==> src/rtl/mult4_seq_pkg.sv <==
// Shared definitions for the sequential shift-and-add multiplier.
package mult4_seq_pkg;

    typedef enum logic [1:0] {
        S_IDLE = 2'd0,
        S_CALC = 2'd1,
        S_DONE = 2'd2
    } state_t;

    // Counter width able to hold 0..n
    function automatic int unsigned cnt_width(input int unsigned n);
        return $clog2(n + 1);
    endfunction

endpackage

==> src/rtl/add_n_cout.sv <==
// N-bit ripple-carry adder built from a chain of full-adder cells, carry out kept.
module add_n_cout #(
    parameter int unsigned N = 4
) (
    input  logic [N-1:0] A,
    input  logic [N-1:0] B,
    input  logic         cin,
    output logic [N-1:0] S,
    output logic         cout
);

    logic [N:0] c;

    assign c[0] = cin;

    for (genvar i = 0; i < N; i++) begin : g_fa
        assign S[i]   = A[i] ^ B[i] ^ c[i];
        assign c[i+1] = (A[i] & B[i]) | (c[i] & (A[i] ^ B[i]));
    end

    assign cout = c[N];

endmodule

==> src/rtl/mult4_seq.sv <==
// Sequential unsigned shift-and-add multiplier: one shared N-bit adder over N iterations.
module mult4_seq
    import mult4_seq_pkg::*;
#(
    parameter int unsigned N = 4
) (
    input  logic           clk,
    input  logic           resetn,
    input  logic           start,
    input  logic [N-1:0]   a,
    input  logic [N-1:0]   b,
    output logic           busy,
    output logic           done,
    output logic [2*N-1:0] product
);

    localparam int unsigned CW = cnt_width(N);

    state_t          state;
    logic [N-1:0]    mcand;
    logic [N-1:0]    acc_hi;
    logic [N-1:0]    mq;
    logic [CW-1:0]   cnt;

    logic [N-1:0]    addend;
    logic [N-1:0]    sum_s;
    logic            sum_c;
    logic [N:0]      sum;

    // Partial product selected by the current multiplier LSB
    assign addend = mq[0] ? mcand : '0;
    assign sum    = {sum_c, sum_s};

    add_n_cout #(.N(N)) u_add (
        .A    (acc_hi),
        .B    (addend),
        .cin  (1'b0),
        .S    (sum_s),
        .cout (sum_c)
    );

    // Controller, counter and 2N+1-bit shift path; carry enters the shifted MSB
    always_ff @(posedge clk) begin
        if (!resetn) begin
            state   <= S_IDLE;
            mcand   <= '0;
            acc_hi  <= '0;
            mq      <= '0;
            cnt     <= '0;
            product <= '0;
            busy    <= 1'b0;
            done    <= 1'b0;
        end else begin
            case (state)
                S_IDLE: begin
                    if (start) begin
                        mcand  <= a;
                        mq     <= b;
                        acc_hi <= '0;
                        cnt    <= '0;
                        state  <= S_CALC;
                        busy   <= 1'b1;
                    end
                end
                S_CALC: begin
                    acc_hi <= sum[N:1];
                    mq     <= {sum[0], mq[N-1:1]};
                    cnt    <= cnt + CW'(1);
                    if (cnt == CW'(N - 1)) begin
                        product <= {sum, mq[N-1:1]};
                        state   <= S_DONE;
                        done    <= 1'b1;
                    end
                end
                S_DONE: begin
                    state <= S_IDLE;
                    busy  <= 1'b0;
                    done  <= 1'b0;
                end
                default: begin
                    state <= S_IDLE;
                    busy  <= 1'b0;
                    done  <= 1'b0;
                end
            endcase
        end
    end

endmodule

==> config.mk <==
export PLATFORM = sky130hd
export DESIGN_NAME = mult4_seq
export DESIGN_NICKNAME = d
export VERILOG_FILES = /design/src/rtl/mult4_seq_pkg.sv /design/src/rtl/add_n_cout.sv /design/src/rtl/mult4_seq.sv
export SDC_FILE = /design/constraint.sdc
export NUM_CORES = 1
export LEC_CHECK = 0
export ABC_AREA = 1
export CAP_MARGIN = 20
export CORE_UTILIZATION = 40
export DETAILED_ROUTE_END_ITERATION = 12
export GPL_ROUTABILITY_DRIVEN = 0
export SLEW_MARGIN = 20
export SYNTH_ARGS = -nofsm -noshare
export SYNTH_HDL_FRONTEND = slang
export SYNTH_HIERARCHICAL = 1
export SYNTH_SLANG_ARGS = --single-unit
==> constraint.sdc <==
create_clock -name clk -period 2.4 [get_ports clk]
set_input_delay 0.48 -clock clk [delete_from_list [all_inputs] [get_ports clk]]
set_output_delay 0.48 -clock clk [all_outputs]
set_load 0.02 [all_outputs]
==> key figures <==
Run status
  • Status: finished, violations left
  • Failing checks: DRC

Timing
  • Minimum clock period: 2.28 ns
  • Post-route clock period utilization: 95.1%
  • Final TNS setup: 0 ns
  • Hold Slack: 0.473 ns
  • Final hold violation count: 0
  • Highest Clock Rate: 438 MHz
  • Final setup violation count: 0
  • Max Clock Skew: 0.00792 ns
  • RSZ-0062 raised after global routing: false
  • Slew Viols, Final: 0

Setup path
  • Crit Path Category: flop to flop
  • Required @ worst endpoint: 2.69 ns
  • Critical path launch point: mq[0]
  • Worst R2R Setup Slack: 0.12 ns
  • WP data arrival: 2.57 ns
  • Crit Path Max Fanout: 4
  • Worst reg2reg startpoint: mq[0]
  • Worst-case reg-to-reg path depth: 12
  • Worst reg2reg path endpoint: acc_hi[2]
  • CP startpoint kind: flop
  • CP Capture Type: flop

Final layout
  • Diode count: 0
  • Most common cell after layout, fill and taps aside: nand2_1
  • Nets: 198
  • Commonest non-fill, non-tap cells in the layout: 32 x nand2_1, 26 x nand3_1, 26 x dfxtp_1
  • Fillers: 288
  • Layout cells sized above 1: 11.1%
  • Area Overhead vs Synth: 21.7%

Floorplanning
  • Total die area: 0.00327 mm2
  • Row cnt: 19
  • Core area: 0.00283 mm2
  • Starting Density: 43.0%
  • Die Width: 57.2 um
  • I/O pin count: 21
  • Chip height: 57.2 um

Detailed routing
  • Final wirelength: 2390 um
  • Pre-antenna DRT Iters: 8
  • Wirelength per Cell: 11.3 um
  • Residual DRC: 2
  • Via count: 1010
  • Final ANT Viol Nets: 0
  • Via density: 4.79
  • DR iter-0 viols: 29

Clocking
  • Clk buf depth: 2
  • Root buffer cell: clkbuf_4
  • Clock sinks: 27
  • CTS tree: done
  • Clock Latency Late Sink: 0.35 ns
  • Clock-pin slew on the worst setup and hold paths: 0.16 ns
  • H-tree lvl count: 1
  • CTS Buf Count: 3

Global route
  • GRT Overall Usage: 16.2%
  • Initial antenna violation count: 0
  • Number of global-route vias before repair: 925
  • GRT overflow: 0
  • Largest net degree at the start of global routing: 17
  • First-pass GRT wire length: 4060 um

Synth
  • Synth Instances: 158
  • Synth area leaders: dfxtp_1 44%, nand3_1 11%, nand2_1 9.9%, inv_1 6.8%, fa_1 6.6%
  • Synth area leader: dfxtp_1
  • Sequential share of the synthesized area: 44.4%
  • Synth top area share: 44.4%
  • Distinct cells, synth: 22
  • Synth Net Count: 175
  • Syn_area_per_cell: 7.71 um2
  • #FFs+latches synth: 27
  • Synth Warn #: 6
  • Mapped cell area: 0.00122 mm2

Power and ir drop
  • Worst vdd ir: 233 uV
  • Pleak: 0.675 nW
  • P per Cell Area: 531 mW/mm2

Flow run
  • Max-cap check violation count: 0

Hold path
  • Hold WC Path Type: flop to flop
  • WHS Path Cells: 2
  • Worst hold endpoint: product[2]
  • Hold_sp: mq[3]

Placed design
  • Port bufs: 20
  • Dpl hpwl: 1810 um
==> flip-flops by register name, summed over array words and instances, names as in the netlist <==
register  cells
product       8
mcand         4
mq            4
state         2
done          1
acc_hi        4
busy          1
cnt           3
==> Yosys cell counts <==
cell type,n
o21ai_0,6
clkinv_1,1
dfxtp_1,27
conb_1,1
nand2_2,1
ha_1,2
inv_2,3
inv_1,22
nand2_4,2
o21ai_1,1
nor2_4,1
buf_6,1
nand3_1,26
a21oi_1,11
clkinv_4,1
buf_2,2
fa_1,4
nor2_1,11
nand2_1,32
or2_1,1
buf_4,1
clkinv_2,1
==> worst max-delay path, stage by stage, from the launching register on <==
cell,delay [ns]
dfxtp_4,0.38
nand2_1,0.05
inv_1,0.05
fa_1,0.40
inv_2,0.07
fa_2,0.18
inv_1,0.05
fa_2,0.33
inv_2,0.06
fa_1,0.40
inv_1,0.09
nand2_1,0.05
a21oi_1,0.12
==> final cells by class <==
type                    instances  area [um2]  area share [%]
inverters                      28         111            7.52
multi-input cells              99         542            36.6
repair buffers                 22         215            14.5
clock buffers                   3        22.5            1.52
flip-flops and latches         27         544            36.7
clock inverters                 1        7.51           0.507
well taps                      31        38.8            2.62
==> metal layers <==
layer,track usage (%),wire [um]
met1,19.9,1100
met3,2.72,109
met5,0,0
met4,7.32,51
met2,27.7,1130
==> cell families after synthesis <==
group / count (synthesis) / synth area share (%)
AND/OR/NAND/NOR: 74 / 27.7
buffers and inverters: 32 / 11.5
flip-flops: 27 / 44.4
AO/OA/AOI/OAI: 18 / 7.40
adder cells (fa/ha/maj): 6 / 8.63
other: 1 / 0.308
==> worst max-delay path by stage <==
stage | endpoint | cells after the start
2_1_floorplan | acc_hi[2] | 12
6_report | acc_hi[2] | 12
3_3_place_gp | acc_hi[2] | 12
5_1_grt | acc_hi[2] | 12
3_5_place_dp | acc_hi[2] | 12
4_1_cts | acc_hi[2] | 12
==> per-stage QoR <==
step                utilization (%)  area [um2]  cells  worst slack [ns]  power (mW)
finish                         52.4        1480    211             0.118       0.787
global route                   52.4        1480    211           0.00274       0.821
CTS                            51.8        1470    210            0.0760       0.790
detailed placement             50.7        1440    206             0.120       0.583
global placement               50.7        1440    206             0.196       0.582
floorplan                         -        1220    158             0.253       0.549
==> report_power, final <==
part / switching [mW] / internal [mW]
clock network: 0.148 / 0.0642
logic: 0.0553 / 0.0417
registers: 0.0119 / 0.466
==> repair_timing <==
item / 4_1_cts / 5_1_grt
setup buffers: 0 / 1
resized for setup: 0 / 6
endpoints found under the setup margin: 0 / 1
hold buffers: 0 / 0
Power figures use the tool's default switching activity.
